==> config.mk <==
export PLATFORM = sky130hd
export DESIGN_NAME = divider_scheduler
export DESIGN_NICKNAME = d
export VERILOG_FILES = /design/src/rtl/divider_scheduler.sv
export SDC_FILE = /design/constraint.sdc
export NUM_CORES = 1
export LEC_CHECK = 0
export ABC_AREA = 1
export BUFFER_PORTS_ARGS = -buffer_cell sky130_fd_sc_hd__buf_2
export CORE_MARGIN = 2
export CORE_UTILIZATION = 35
export CTS_CLUSTER_DIAMETER = 120
export DETAILED_ROUTE_END_ITERATION = 6
export GPL_TIMING_DRIVEN = 0
export SLEW_MARGIN = 10
export SYNTH_ARGS = -nofsm -noshare
export SYNTH_HDL_FRONTEND = slang
export SYNTH_SLANG_ARGS = --single-unit
export TNS_END_PERCENT = 100
==> constraint.sdc <==
create_clock -name clk_in -period 7 [get_ports clk_in]
set_clock_uncertainty 0.2 [all_clocks]
set_input_delay 1.4 -clock clk_in [delete_from_list [all_inputs] [get_ports clk_in]]
set_output_delay 1.4 -clock clk_in [all_outputs]
set_load 0.02 [all_outputs]
==> src/rtl/divider_scheduler.sv <==
// rtl/divider_scheduler.sv - shared power-of-two prescaler with per-channel tick scheduling
//
// One free-running counter (cnt) is shared by all channels. A channel with
// exponent p matches whenever cnt[p-1:0] == 2^(p-1), giving a 2^p period that
// is phase-aligned across every channel using the same p.
//
// Optional feature macro: DIVSCHED_BURST_EN (finite bursts, remaining counters, done).
//
// Ports:
//   clk_in     clock, rising edge
//   rst_n      asynchronous active-low reset
//   cfg_valid  config request
//   cfg_ready  config accept, registered, 1 from the second cycle after reset
//   cfg_chan   target channel
//   cfg_power  divide exponent 1..CounterWidth, 0 stops the channel
//   cfg_count  ticks per burst, 0 = continuous (ignored without burst support)
//   cfg_err    one-cycle pulse for an out-of-range channel or exponent
//   tick       per-channel one-cycle strobe
//   done       per-channel one-cycle pulse on the final tick of a burst
//   active     per-channel, channel is ARM or RUN
module divider_scheduler #(
  parameter int Channels     = 4,
  parameter int CounterWidth = 16,
  parameter int CountWidth   = 8,
  localparam int PW          = $clog2(CounterWidth + 1),
  localparam int CW          = (Channels > 1) ? $clog2(Channels) : 1
) (
  input  logic                  clk_in,
  input  logic                  rst_n,
  input  logic                  cfg_valid,
  output logic                  cfg_ready,
  input  logic [CW-1:0]         cfg_chan,
  input  logic [PW-1:0]         cfg_power,
  input  logic [CountWidth-1:0] cfg_count,
  output logic                  cfg_err,
  output logic [Channels-1:0]   tick,
  output logic [Channels-1:0]   done,
  output logic [Channels-1:0]   active
);

  typedef enum logic [1:0] {IDLE, ARM, RUN} state_t;

  localparam logic [CW:0]   ChanLimit = (CW + 1)'(Channels);
  localparam logic [PW-1:0] PowerMax  = PW'(CounterWidth);

  logic [CounterWidth-1:0] cnt;
  state_t                  state_q [Channels];
  logic [PW-1:0]           pw_q    [Channels];
  logic [Channels-1:0]     match;
  logic                    cfg_fire;
  logic                    cfg_bad;

`ifdef DIVSCHED_BURST_EN
  logic [CountWidth-1:0]   rem_q   [Channels];
`else
  logic                    unused_count;
  assign unused_count = ^cfg_count;
  assign done = '0;
`endif

  // True when the low p bits of c are exactly 100..0.
  function automatic logic is_match(input logic [CounterWidth-1:0] c,
                                    input logic [PW-1:0] p);
    logic [CounterWidth:0] one;
    logic [CounterWidth:0] mask;
    logic [CounterWidth:0] half;
    one  = {{CounterWidth{1'b0}}, 1'b1};
    mask = (one << p) - one;
    half = one << (p - 1'b1);
    return (({1'b0, c} & mask) == half);
  endfunction

  assign cfg_fire = cfg_valid & cfg_ready;
  assign cfg_bad  = ({1'b0, cfg_chan} >= ChanLimit) | (cfg_power > PowerMax);

  always_comb begin
    match = '0;
    for (int i = 0; i < Channels; i++) begin
      match[i] = (state_q[i] != IDLE) && is_match(cnt, pw_q[i]);
    end
  end

  always_ff @(posedge clk_in or negedge rst_n) begin
    if (!rst_n) begin
      cnt       <= '0;
      cfg_ready <= 1'b0;
      cfg_err   <= 1'b0;
      tick      <= '0;
      active    <= '0;
`ifdef DIVSCHED_BURST_EN
      done      <= '0;
`endif
      for (int i = 0; i < Channels; i++) begin
        state_q[i] <= IDLE;
        pw_q[i]    <= '0;
`ifdef DIVSCHED_BURST_EN
        rem_q[i]   <= '0;
`endif
      end
    end else begin
      cnt       <= cnt + 1'b1;
      cfg_ready <= 1'b1;
      cfg_err   <= cfg_fire & cfg_bad;
      for (int i = 0; i < Channels; i++) begin
        tick[i] <= 1'b0;
`ifdef DIVSCHED_BURST_EN
        done[i] <= 1'b0;
`endif
        // A config to this channel overrides any match from the old setting.
        if (cfg_fire && !cfg_bad && (cfg_chan == CW'(i))) begin
          if (cfg_power == '0) begin
            state_q[i] <= IDLE;
            active[i]  <= 1'b0;
          end else begin
            state_q[i] <= ARM;
            pw_q[i]    <= cfg_power;
            active[i]  <= 1'b1;
`ifdef DIVSCHED_BURST_EN
            rem_q[i]   <= cfg_count;
`endif
          end
        end else if (match[i]) begin
          tick[i]    <= 1'b1;
          state_q[i] <= RUN;
`ifdef DIVSCHED_BURST_EN
          // The first tick out of ARM counts toward the burst as well.
          if (rem_q[i] == CountWidth'(1)) begin
            done[i]    <= 1'b1;
            state_q[i] <= IDLE;
            active[i]  <= 1'b0;
          end else if (rem_q[i] != '0) begin
            rem_q[i] <= rem_q[i] - 1'b1;
          end
`endif
        end
      end
    end
  end

endmodule
# Yosys cells after proc, flatten, opt, wreduce, memory -nomap -nowiden
# Cells that the tools add are included.
# word_totals
wordCells	90
out_inout_bits	14
ff_bits	54
input_bits	18
# classes
eq_ne	7
n_bitwise	7
n_lt_le_gt_ge	1
muxes	18
add_sub_neg	9
n_reduce_logical	24
n_shift	8
# op_table
op	n
$shl 1x5->17 const A	8
$and 16x17->17	4
$eq 17x17->1	4
$sub 17x1->17 const B	4
$sub 5x1->5 const B	4
$add 16x1->16 const B	1
$mux 2	8
$reduce_bool 2->1	8
$mux 1	10
$logic_and 1x1->1	9
$reduce_and 2->1	4
$gt 5x5->1 const B	1
$logic_not 5->1	1
$eq 2x2->1 const B	2
$and 1x1->1	2
$eq 2x1->1 const B	1
$logic_not 2->1	1
$logic_not 1->1	1
$not 1->1	1

# Depth between registers and ports, before layout
# depth
ltp_word	7
ltp_mapped	19
mapped_depth_nobuf	18

# Worst setup path after synthesis
# OpenSTA, ideal clock, no wires.
# synth_path
kind	input-to-reg
startpoint	in cfg_power[1]
endpoint	reg pw_q[19] in the netlist's numbering
path_buffers	1
path_stages	9
setup_ns	0.124
setup_slack_ns	4.104
arrival_ns	2.572
required_ns	6.676
cell_sequence	nor4_2 -> nor2_1 -> nor2_1 -> inv_2 -> nor3_2 -> nand2_1 -> buf_2 -> nand2_1 -> o21ai_1
# synth_between
elab_chain_cells	5
elab_cells_between_ends	7
cone_classes	order compare (1); bitwise (1); reduce/logical (5)
# synth_rtl
item	line_no	rtl
from (decl)	33	input logic [PW-1:0] cfg_power,
$gt 5x5->1	74	assign cfg_bad = ({1'b0, cfg_chan} >= ChanLimit) | (cfg_power > PowerMax);
$logic_not 1->1	110	if (cfg_fire && !cfg_bad && (cfg_chan == CW'(i))) begin
$logic_and 1x1->1 (2 in a row)	110	
$reduce_and 2->1 (no source line) *	-	
to (signal, indexed assignment)	116	pw_q[i] <= cfg_power;
to (decl)	48	logic [PW-1:0] pw_q [Channels];
# Every way passes the cells marked *; elsewhere a longest branch is shown, timed or not.
# A chain may end at the register's enable or synchronous reset.

# Final worst setup path
# layout_path
startpoint	in cfg_power[1]
endpoint	reg pw_q[17] in the netlist's numbering
# Same word-level chain as after synthesis.

==> PnR_summary.wiki <==
{| class="wikitable"
! Metric !! Value
|-
| Clock buffers created by TritonCTS || 5
|-
| Final weighted congestion in routability-driven placement || 0.9217
|-
| Met3 usage in global routing || 2.781%
|-
| Delay of the slowest critical-path stage || around 0.37 ns
|-
| Initial cell density of the core || 35.66%
|-
| Final total negative setup slack || 0 ns
|-
| Post-route minimum period || a little over 3 ns
|-
| Cells after synthesis || between 800 and 900
|-
| Number of enable-type register cells in the synthesized netlist || 0
|-
| Grt ovf || 0
|-
| Classification of the worst-slack hold path || flop to flop
|-
| Count of antenna diodes in the layout || 0
|-
| Startpoint class of the critical path || input pin
|-
| Slew Limit Fails || 0
|-
| # IOs || 32
|-
| Maximum fanout along the worst path || 10
|-
| Cell type contributing the most total cell area after synthesis || dfrtp_1
|-
| Flop-to-flop setup slack || 4.27 ns
|-
| Synth-to-layout area growth || 9.535%
|-
| Yosys warning total || 0
|-
| Total power || 1.411 mW
|-
| Leak pwr || 2.897 nW
|-
| Total Wirelength || 14330 µm
|-
| Maximum clock insertion buffer count || 2
|-
| Clock tree from TritonCTS || built
|-
| Core Area || 14420 µm²
|-
| Root Buffer || clkbuf_16
|-
| RSZ-0062 raised after global routing || false
|-
| ANT nets after route || 0
|-
| Chip width || 125.2 µm
|-
| Overall die area || 15680 µm²
|-
| Synthesized flop and latch total || between 50 and 60
|-
| Final routed DRC violation total || 0
|-
| Met2 Track Usage GR || around 29%
|-
| Top_reg_cell synth || dfrtp_1
|-
| Total number of vias || 5176
|-
| Summed instance area of the synthesized netlist || 5144 µm²
|-
| Post-cts hold buffer count || 0
|-
| Dominant cell by count in the synthesized netlist || nand2_1
|-
| Post-cts repair resize count || 0
|-
| Crit Path Category || input pin to flop
|-
| Maximum capacitance violations || 0
|-
| Worst-Skew Late Latency || around 0.3 ns
|-
| Yosys cell types || 39
|-
| Port Buffer Count || 19
|-
| Highest Clock Rate || 328.0 MHz
|-
| Routed wire per std cell || 13.61 µm
|-
| RR Endpoint || state_q[0]$_DFFE_PN0P_
|-
| Tot GR Track Use || 18.37%
|-
| First-pass iteration count of the detailed router || 7
|-
| Yosys top cell area share || 26.27%
|-
| Depth of the CTS H-tree || 2
|-
| Share of post-route cells with drive strength above 1 || about 12%
|-
| Leading cell types by count after synthesis || 259 x nand2_1, 112 x inv_1, 102 x nor2_1, 88 x nand3_1, 54 x dfrtp_1
|-
| Final net count || 891
|-
| Startpoint of the lowest-slack register-to-register path || pw_q[4]$_DFFE_PN0P_
|-
| Worst path slowest cell || nor3_2
|-
| Fin. Hold Viols || 0
|-
| Number of sinks driven by the clock tree || 54
|-
| Worst slew margin || 53.10%
|-
| Vias in the first global route || 4642
|-
| Largest voltage drop on the vdd net || between 0.1 and 0.15 mV
|-
| Run status || completed
|-
| Async set-reset flop share out of synthesis || 100.0%
|-
| Setup violators final || 0
|-
| Busiest layer in global routing || met2
|-
| Die Span Y || 125.2 µm
|-
| Clock-pin transition on the worst setup and hold timing paths || approximately 0.060 ns
|-
| Antenna violations before repair || 0
|-
| Endpoint of the worst setup timing path || pw_q[17]$_DFFE_PN0P_
|-
| Least-Margin Pin Slew || 0.7035 ns
|-
| Power density over the cells || 250.4 nW/µm²
|-
| Top post-synthesis cells by area || dfrtp_1 26%, nand2_1 19%, nand3_1 8.6%
|-
| Worst Path Required || between 6 and 7 ns
|-
| Arrival time reported for the critical path endpoint || 3.02 ns
|-
| Worst setup path startpoint || cfg_power[1]
|-
| Worst reg-to-reg path cell count || 16
|-
| Mean area per synthesized cell || 6.131 µm²
|-
| Via count normalized by instance count || 4.915
|-
| Detailed-placement wirelength estimate || 10880 µm
|-
| Element type at the critical path end || flop
|-
| Wire length of the first global-routing pass || 23200 µm
|-
| Global-route track usage on met1 || between 20% and 30%
|-
| Portion of the post-synthesis area used by sequential elements || 26.27%
|-
| Setup repair bufs after CTS || 0
|-
| Largest net degree at the start of global routing || 55
|-
| Final critical-path share of the clock period || ~44%
|-
| Number of standard-cell rows in the floorplan || 44
|-
| Sequence of cells on the critical path || buf_2 -> nor4_2 -> nor2_1 -> nor2_1 -> inv_2 -> nor3_2 -> nand2_1 -> buf_2 -> nand2_1 -> o21ai_1
|-
| Drt first-iter violations || ~340
|}
## through the flow
stage               instance area [µm²]  util, %  instances  hold slack (ns)  setup slack [ns]
CTS                                5632    39.04       1053           0.2746             3.933
finish                             5634    39.06       1053           0.2657             3.951
detailed placement                 5480    37.99       1045           0.2591             3.628
global placement                   5480    37.99       1045           0.2526             3.604
floorplan                          5155        -        842           0.2894             4.104
global route                       5634    39.06       1053           0.2887             3.798
## power breakdown
group,switching (mW),total (mW),internal (mW)
Sequential,0.0385,0.409,0.371
Clock,0.116,0.257,0.142
Combinational,0.498,0.744,0.246
Total,0.652,1.41,0.759
## critical path, delay by kind of cell
kind,cells,cell delay [ns]
AND/OR/NAND/NOR,6,1.15
AO/OA/AOI/OAI,1,0.06
buffers and inverters,3,0.42
## registers in the layout (all words and copies together), names as in the netlist
signal and flops:
tick 4, state_q 8, active 4, pw_q 20, cfg_err 1, cnt 16
cfg_ready 1
## cell families (layout without fill, tap and decap cells)
group | Yosys count | in the layout | share of synthesized area [%]
simple gates | 538 | 538 | 48.11
buf+inv | 155 | 182 | 13.28
compound gates | 55 | 55 | 5.863
flops | 54 | 54 | 26.27
xor+xnor | 30 | 30 | 5.108
fa+ha+maj | 5 | 5 | 1.216
other cells | 2 | 5 | 0.1460
## cells in the final DEF, fill, tap and decap left out, types with 11 or more instances in the layout
cell and instances:
nand2_1 259, inv_1 112, nor2_1 102, nand3_1 88
dfrtp_1 54, nand4_1 47, buf_2 32, o21ai_0 21
xor2_1 19, o21ai_1 14, nor2_4 11, xnor2_1 11
## per-layer routing
layer  vias up  routed length (µm)
li1       2710                   -
met1      2323                6798
met2       117                6446
met3        26                 690
met4         0                 393
met5         -                   0
## worst min-delay path by stage
| stage | startpoint | endpoint | slack, ns | cells after the start |
|---|---|---|---|---|
| finish | active[0]$_DFFE_PN0P_ | active[0]$_DFFE_PN0P_ | 0.27 | 2 |
| global route | active[2]$_DFFE_PN0P_ | active[2]$_DFFE_PN0P_ | 0.29 | 2 |
| CTS | active[0]$_DFFE_PN0P_ | active[0]$_DFFE_PN0P_ | 0.27 | 2 |
| detailed placement | active[0]$_DFFE_PN0P_ | active[0]$_DFFE_PN0P_ | 0.26 | 2 |
| global placement | active[0]$_DFFE_PN0P_ | active[0]$_DFFE_PN0P_ | 0.25 | 2 |
| floorplan | state_q[5]$_DFFE_PN0P_ | state_q[5]$_DFFE_PN0P_ | 0.29 | 2 |
## area by class of cell
type | instances | area, µm²
Clock inverter | 2 | 12.51
Fill cell | 1578 | 8790
Tap cell | 184 | 230.2
Buffer | 32 | 216.5
Inverter | 123 | 466.7
Multi-Input combinational cell | 633 | 3120
Clock buffer | 6 | 138.9
Sequential cell | 54 | 1351
Timing Repair Buffer | 19 | 97.59
No activity file was read; power rests on OpenSTA's default activity.
